==> config.mk <==
export PLATFORM = sky130hd
export DESIGN_NAME = multi_alarm_time_controller
export DESIGN_NICKNAME = d
export VERILOG_FILES = /design/src/rtl/multi_alarm_time_controller.sv
export SDC_FILE = /design/constraint.sdc
export NUM_CORES = 1
export LEC_CHECK = 0
export CAP_MARGIN = 20
export CORE_AREA = 4 4 144 146
export CTS_CLUSTER_SIZE = 20
export DETAILED_ROUTE_END_ITERATION = 12
export DIE_AREA = 0 0 148 150
export PLACE_DENSITY = 0.78
export SLEW_MARGIN = 20
export SYNTH_ARGS = -nofsm -noshare
export SYNTH_HDL_FRONTEND = slang
export SYNTH_SLANG_ARGS = --single-unit
==> constraint.sdc <==
create_clock -name clk -period 2.9 [get_ports clk]
set_input_delay 0.58 -clock clk [delete_from_list [all_inputs] [get_ports clk]]
set_output_delay 0.58 -clock clk [all_outputs]
set_load 0.05 [all_outputs]
==> src/rtl/multi_alarm_time_controller.sv <==
// Time/alarm entry controller: buffers BCD keypad digits, range-checks them and commits
// them to the time-of-day load port or to one of N_ALARMS alarm slots with ring detection.
//
// state    | meaning
// ---------+-----------------------------------------------------------
// IDLE     | display mode; TOGGLE and ESC act on alarms, waits for edit mode
// EDIT_CLK | collecting digits for a new time of day
// EDIT_ALM | collecting digits for the slot latched on entry
module multi_alarm_time_controller #(
   parameter int N_ALARMS       = 4,
   parameter int IDX_W          = 2,
   parameter int TIMEOUT_CYCLES = 1000
) (
   input  logic                    clk,
   input  logic                    reset,
   input  logic [1:0]              mode,
   input  logic [IDX_W-1:0]        alarm_sel,
   input  logic                    key_valid,
   input  logic [1:0]              key_code,
   input  logic                    digit_valid,
   input  logic [3:0]              digit,
   input  logic [23:0]             hhmmss,
   output logic [23:0]             edit_buf,
   output logic [2:0]              digit_cnt,
   output logic [23:0]             new_time_hhmmss,
   output logic                    ld_timeofdayreg,
   output logic [24*N_ALARMS-1:0]  alarm_times,
   output logic [N_ALARMS-1:0]     alarm_en,
   output logic [N_ALARMS-1:0]     alarm_ring,
   output logic                    clrBuffer,
   output logic                    entry_err
);

   localparam int TMR_W = $clog2(TIMEOUT_CYCLES);
   localparam logic [TMR_W-1:0] TMR_LAST = TMR_W'(TIMEOUT_CYCLES - 1);
   localparam logic [IDX_W:0] N_SLOTS = (IDX_W+1)'(N_ALARMS);

   localparam logic [1:0] KEY_ENTER  = 2'b01;
   localparam logic [1:0] KEY_ESC    = 2'b10;
   localparam logic [1:0] KEY_TOGGLE = 2'b11;

   typedef enum logic [1:0] {
      IDLE     = 2'd0,
      EDIT_CLK = 2'd1,
      EDIT_ALM = 2'd2
   } state_t;

   state_t                     state;
   logic [TMR_W-1:0]           timer;
   logic [IDX_W-1:0]           sel_q;
   logic [23:0]                prev_time;
   logic                       lockout;
   logic [1:0]                 lock_mode;
   logic [N_ALARMS-1:0][23:0]  alm_slot;

   logic                       mode_clk;
   logic                       mode_alm;
   logic                       mode_match;
   logic                       sel_ok;
   logic                       entry_ok;
   logic                       digit_ok;
   logic                       dismiss;
   logic [N_ALARMS-1:0]        commit_slot;
   logic [N_ALARMS-1:0]        toggle_slot;
   logic [N_ALARMS-1:0]        ring_hit;

   assign mode_clk   = (mode == 2'b01);
   assign mode_alm   = (mode == 2'b10);
   assign mode_match = (state == EDIT_CLK) ? mode_clk : ((state == EDIT_ALM) && mode_alm);
   assign sel_ok     = ({1'b0, alarm_sel} < N_SLOTS);
   assign digit_ok   = (digit <= 4'd9) && (digit_cnt < 3'd6);
   // Packed BCD compares like binary because every nibble is already 0..9.
   assign entry_ok   = (digit_cnt == 3'd6) && (edit_buf[23:16] <= 8'h23) &&
                       (edit_buf[15:8] <= 8'h59) && (edit_buf[7:0] <= 8'h59);
   assign alarm_times = alm_slot;

   always_comb begin
      commit_slot = '0;
      toggle_slot = '0;
      dismiss     = 1'b0;
      if ((state == EDIT_ALM) && mode_alm && key_valid && (key_code == KEY_ENTER) && entry_ok)
         commit_slot[sel_q] = 1'b1;
      if (((state == IDLE) || ((state == EDIT_ALM) && mode_alm)) && key_valid &&
          (key_code == KEY_TOGGLE) && sel_ok)
         toggle_slot[alarm_sel] = 1'b1;
      if ((state == IDLE) && key_valid && (key_code == KEY_ESC))
         dismiss = 1'b1;
   end

   always_comb begin
      ring_hit = '0;
      for (int i = 0; i < N_ALARMS; i++)
         ring_hit[i] = alarm_en[i] && (hhmmss == alm_slot[i]) && (hhmmss != prev_time);
   end

   // Alarm bank: a commit beats a same-cycle ring, a disable clears and beats a ring.
   always_ff @(posedge clk or negedge reset) begin
      if (!reset) begin
         alm_slot   <= '0;
         alarm_en   <= '0;
         alarm_ring <= '0;
      end else begin
         for (int i = 0; i < N_ALARMS; i++) begin
            if (commit_slot[i]) begin
               alm_slot[i] <= edit_buf;
               alarm_en[i] <= 1'b1;
            end else if (toggle_slot[i]) begin
               alarm_en[i] <= ~alarm_en[i];
            end
            if (dismiss || (toggle_slot[i] && alarm_en[i]))
               alarm_ring[i] <= 1'b0;
            else if (ring_hit[i] && !commit_slot[i])
               alarm_ring[i] <= 1'b1;
         end
      end
   end

   always_ff @(posedge clk or negedge reset) begin
      if (!reset) begin
         state           <= IDLE;
         timer           <= '0;
         sel_q           <= '0;
         prev_time       <= '0;
         lockout         <= 1'b0;
         lock_mode       <= 2'b00;
         edit_buf        <= '0;
         digit_cnt       <= '0;
         new_time_hhmmss <= '0;
         ld_timeofdayreg <= 1'b0;
         clrBuffer       <= 1'b0;
         entry_err       <= 1'b0;
      end else begin
         ld_timeofdayreg <= 1'b0;
         clrBuffer       <= 1'b0;
         entry_err       <= 1'b0;
         prev_time       <= hhmmss;
         case (state)
            IDLE: begin
               if (lockout && (mode != lock_mode))
                  lockout <= 1'b0;
               if (key_valid && (key_code == KEY_ESC))
                  clrBuffer <= 1'b1;
               // After a timeout the same edit mode must be left before it re-arms.
               if (!(lockout && (mode == lock_mode))) begin
                  if (mode_clk) begin
                     state     <= EDIT_CLK;
                     edit_buf  <= '0;
                     digit_cnt <= '0;
                     timer     <= '0;
                  end else if (mode_alm && sel_ok) begin
                     state     <= EDIT_ALM;
                     sel_q     <= alarm_sel;
                     edit_buf  <= alm_slot[alarm_sel];
                     digit_cnt <= '0;
                     timer     <= '0;
                  end
               end
            end
            EDIT_CLK, EDIT_ALM: begin
               if (!mode_match) begin
                  state     <= IDLE;
                  edit_buf  <= '0;
                  digit_cnt <= '0;
                  timer     <= '0;
               end else if (key_valid) begin
                  timer <= '0;
                  if (key_code == KEY_ENTER) begin
                     clrBuffer <= 1'b1;
                     if (entry_ok) begin
                        digit_cnt <= '0;
                        if (state == EDIT_CLK) begin
                           new_time_hhmmss <= edit_buf;
                           ld_timeofdayreg <= 1'b1;
                        end
                     end else begin
                        entry_err <= 1'b1;
                     end
                  end else if (key_code == KEY_ESC) begin
                     edit_buf  <= '0;
                     digit_cnt <= '0;
                     clrBuffer <= 1'b1;
                  end
               end else if (digit_valid) begin
                  timer <= '0;
                  if (digit_ok) begin
                     edit_buf  <= {edit_buf[19:0], digit};
                     digit_cnt <= digit_cnt + 3'd1;
                  end
               end else if (timer == TMR_LAST) begin
                  state     <= IDLE;
                  entry_err <= 1'b1;
                  clrBuffer <= 1'b1;
                  edit_buf  <= '0;
                  digit_cnt <= '0;
                  lockout   <= 1'b1;
                  lock_mode <= mode;
               end else begin
                  timer <= timer + TMR_W'(1);
               end
            end
            default: state <= IDLE;
         endcase
      end
   end

endmodule

After elaboration in Yosys (flattened, before gate mapping)
Cells that the tools add are included.
{"block": "word_totals", "reg_bits": 199, "inputBits": 38, "out_inout_bits": 158, "elab_cells": 227}
{"block": "classes", "addsub": 2, "order_cmp": 9, "eq_ne": 33, "mux": 90, "n_bitwise": 8, "n_reduce_logical": 61}
{"op": "$mux W24", "count": 11}
{"op": "$eq A24 B24 Y1", "count": 4}
{"op": "$mux W10", "count": 7}
{"op": "$bmux W24 S2", "count": 1}
{"op": "$pmux W24 S2", "count": 1}
{"op": "$mux W1", "count": 43}
{"op": "$logic_and A1 B1 Y1", "count": 33}
{"op": "$mux W3", "count": 11}
{"op": "$ne A5 B5 Y1 const B", "count": 5}
{"op": "$ne A24 B24 Y1", "count": 1}
{"op": "$pmux W10 S2", "count": 1}
{"op": "$reduce_bool A2 Y1", "count": 9}
{"op": "$le A8 B7 Y1 const B", "count": 2}
{"op": "$mux W2", "count": 7}
{"op": "$reduce_and A7 Y1", "count": 2}
{"op": "$ne A3 B3 Y1 const B", "count": 4}
{"op": "$reduce_and A6 Y1", "count": 2}
{"op": "$add A10 B1 Y10 const B", "count": 1}
{"op": "$eq A10 B10 Y1 const B", "count": 1}
{"op": "$ne A2 B2 Y1 const B", "count": 5}
{"op": "$reduce_and A5 Y1", "count": 2}
{"op": "$eq A2 B2 Y1 const B", "count": 4}
{"op": "$le A8 B6 Y1 const B", "count": 1}
{"op": "$mux W4", "count": 2}
{"op": "other kinds (21)", "count": 43}

Depth between registers and ports, before layout
{"block": "depth", "depth_word": 10, "ltp_mapped": 10, "depth_no_buf": 8}

Worst setup path before layout
OpenSTA, ideal clock, no wires.
{"block": "synth_path", "path_kind": "reg2reg", "start": "register digit_cnt[1]", "end": "register alm_slot, in the netlist alarm_times[3]", "arrival_ps": 2466, "t_required_ps": 2775, "setup_slack_ps": 309, "path_stages_with_launch": 9, "n_path_buf": 2, "synth_period_minus_slack_ps": 2591, "path_cell_list": "dfrtp_1 ha_1 nand4bb_1 nor4_4 nand3_2 or4b_1 buf_6 buf_12 mux2_4"}
{"block": "synth_via", "elab_chain_len": 6}
{"item": "start, declared", "line": "24", "source": "output logic [2:0] digit_cnt,"}
{"item": "start signal, assigned", "line": "187", "source": "digit_cnt <= digit_cnt + 3'd1;"}
{"item": "$eq A3 B3 Y1", "line": "73", "source": "assign entry_ok = (digit_cnt == 3'd6) && (edit_buf[23:16] <= 8'h23) &&"}
{"item": "$logic_and A1 B1 Y1 (2 in series)", "line": "73"}
{"item": "$logic_and A1 B1 Y1", "line": "74", "source": "(edit_buf[15:8] <= 8'h59) && (edit_buf[7:0] <= 8'h59);"}
{"item": "$logic_and A1 B1 Y1", "line": "81", "source": "if ((state == EDIT_ALM) && mode_alm && key_valid && (key_code == KEY_ENTER) && entry_ok)"}
{"item": "$mux W4", "line": "81"}
{"item": "end signal, assigned by index", "line": "105", "source": "alm_slot[i] <= edit_buf;"}
{"item": "end, declared", "line": "54", "source": "logic [N_ALARMS-1:0][23:0] alm_slot;"}
No other way between the ends.
A chain may end at the register's enable or synchronous reset.

Final worst setup path
{"block": "layout_path", "start": "register digit_cnt[0]", "end": "register alm_slot, in the netlist alarm_times[13]"}
The elaborated chain is that of the path after synthesis.

==> results_dict.tcl <==
set metrics [dict create \
    grt_pass1_wl_um 47390 \
    rsz0062_at_grt "false" \
    r2r_slack_ns 0.34 \
    synth_top_cell_by_area "dfrtp_1" \
    place_area_um2 12560 \
    async_flop_share_pct 100.0 \
    cp_max_fo 14 \
    cts.sinks 199 \
    irDropWorstVdd_mv 0.4542 \
    outcome "finished clean" \
    synth_top_area_share_pct 49.92 \
    crit_path_end_kind "register" \
    n_fill_cell 1484 \
    cp-start-kind "register" \
    drc 0 \
    rows 51 \
    min_period_ns 2.556 \
    drive_above_1_share_pct 22.38 \
    gp_congestion 0.9294 \
    synthTopCellsByCount "dfrtp_1 (199), mux2_2 (92), xnor2_1 (79), nand2_1 (48), xor2_1 (47)" \
    dp_hpwl_um 23010 \
    ant_nets 0 \
    numPortBuffers 195 \
    critPathKind "register to register" \
    relSlewSlack_pct 49.85 \
    finalNetCount 1090 \
    via_per_inst 5.828 \
    setup_slack_ns 0.3444 \
    wl_per_cell_um 23.39 \
    ys_ff_latch 199 \
    root_buffer "clkbuf_16" \
    hold_slack_ns 0.1171 \
    avgSynthCellArea_um2 12.25 \
    synth_cells 814 \
    required_ns 3.22 \
    setup_viol 0 \
    grt_usage_pct 28.44 \
    drv_slew 0 \
    clk_pin_slew_ns 0.07 \
    tightest_slew_ns 0.7453 \
    rr_startpoint "digit_cnt[0]" \
    grt_max_degree 62 \
    synth_most_common_cell "dfrtp_1" \
    rr_worst_depth 8 \
    grt_pass1_vias 7826 \
    multi_input_area_um2 4706 \
    antenna_found_initial 1 \
    r2r_end "alarm_times[13]" \
    ys_seq_area_share_pct 49.92 \
    first_iter_violations 650 \
    io_pins 196 \
    htreeDepth 4 \
    cts_buffers 17 \
    synth.distinct_cells 53 \
    clock_latency_ns 0.44 \
    syn_nets 865 \
    coreArea_um2 19400 \
    grt-ovfl-total 0 \
    fmax_mhz 391.3 \
    fin_skew_ns 0.01253 \
    p_leak_nw 5.867 \
    synth_area_leaders "dfrtp_1 (50%), mux2_2 (10%), xnor2_1 (6.9%), mux4_2 (5.4%), xor2_1 (4.1%)" \
    die_y_um 150 \
    max_cap_viol_count 0 \
    finalHoldViolCount 0 \
    cts_hold_buf 0 \
    ys_warn_count 0 \
    synthToLayoutAreaGrowth_pct 31.12 \
    firstDrtPassIters 5 \
    synth-edff-count 0 \
    clk_path_buf_depth 2 \
    preCtsSetupSlack_ns -0.03204 \
    dieWidth_um 148 \
    final_area_um2 13080 \
    postCtsResizedCells 0 \
    post_cts_buffers 0 \
    start_util_pct 51.42 \
    cts_tree "built" \
    syn_area_um2 9975 \
    die_area_um2 22200 \
    fin_crit_sh_pct 88.13 \
    routed_wl_um 30760 \
    hp-class "primary input to asynchronous set/reset pin" \
    diodes 0 \
    p_per_area_nw_per_um2 474.4 \
    num_vias 7664 \
    p_total_mw 6.205 \
    regArea_um2 4980 \
    synth_ff_type "dfrtp_1" \
    arrival_ns 2.87 \
]
==> per-layer routing <==
layer,wire length (um),vias to the layer above,GRT usage [%]
met5,14,-,1.364
met4,1104,2,10.53
met3,2599,82,7.359
met2,14150,378,44.30
met1,12900,3840,38.63
li1,-,3362,-
==> cell usage in the layout (no fill, tap or decap), types with 15 or more instances in the layout <==
master           netlist  final
clkdlybuf4s50_1        0    193
dfrtp_1              199    199
xor2_1                47     47
mux2_2                92     92
nand4_1               17     17
o21ai_0               42     42
xnor2_1               79     79
clkbuf_16              0     17
mux2_4                15     15
mux4_2                24     24
a22oi_1               24     24
nor4_1                18     18
nand2_1               48     48
buf_4                  0     63
and2_1                20     20
==> worst max-delay path: stages (launching register included) <==
cell	delay, ns
dfrtp_1	0.42
inv_1	0.07
ha_1	0.15
nand4bb_1	0.16
nor4_4	0.34
nand3_2	0.19
or4b_1	0.52
buf_4	0.25
mux2_4	0.33
==> state kept, by name, indices dropped and copies added (netlist names) <==
signal,count
timer,10
entry_err,1
new_time_hhmmss,24
state,2
lockout,1
alarm_times,96
edit_buf,24
clrBuffer,1
ld_timeofdayreg,1
digit_cnt,3
lock_mode,2
alarm_ring,4
alarm_en,4
sel_q,2
prev_time,24
==> stage by stage <==
| step | TNS, ns | instances | utilization, % |
|---|---|---|---|
| 6_report | 0 | 1315 | 67.42 |
| 5_1_grt | 0 | 1315 | 67.42 |
| 4_1_cts | 0 | 1315 | 67.42 |
| 3_5_place_dp | -0.03204 | 1285 | 64.76 |
| 3_3_place_gp | -0.003192 | 1285 | 64.76 |
| 2_1_floorplan | 0 | 814 | - |
==> logic make-up after synthesis <==
kind of cell,after synthesis,synth area share (%)
multiplexers,131,18.06
adder cells (fa/ha/maj),13,1.631
XOR/XNOR,126,11.06
AND/OR/NAND/NOR,170,9.458
flip-flops,199,49.92
AO/OA/AOI/OAI,108,6.937
buffers and inverters,67,2.923
==> worst max path at each step <==
stage,start,end,slack [ns],cells past startpoint
detailed placement,hhmmss[6],alarm_ring[2],-0.03,8
global route,digit_cnt[0],alarm_times[13],0.22,8
floorplan,digit_cnt[1],alarm_times[3],0.31,8
CTS,digit_cnt[0],alarm_times[13],0.33,8
finish,digit_cnt[0],alarm_times[13],0.34,8
global placement,hhmmss[6],alarm_ring[2],-0.003,8
==> cell type report <==
| cell class | count | share of cell area [%] |
|---|---|---|
| multi-input cells | 548 | 35.98 |
| clock inverters | 6 | 0.3444 |
| well taps | 265 | 2.535 |
| repair buffers | 262 | 19.14 |
| inverters | 11 | 0.3157 |
| clock buffers | 24 | 3.607 |
| flip-flops and latches | 199 | 38.08 |
==> report_power, final <==
group	internal (mW)	switching [mW]	total [mW]	leakage, nW
Combinational	0.394	0.707	1.10	2.91
Sequential	2.85	0.100	2.95	2.71
Clock	1.14	1.02	2.16	0.243
Total	4.38	1.83	6.20	5.87
No activity file was read; power rests on OpenSTA's default activity.
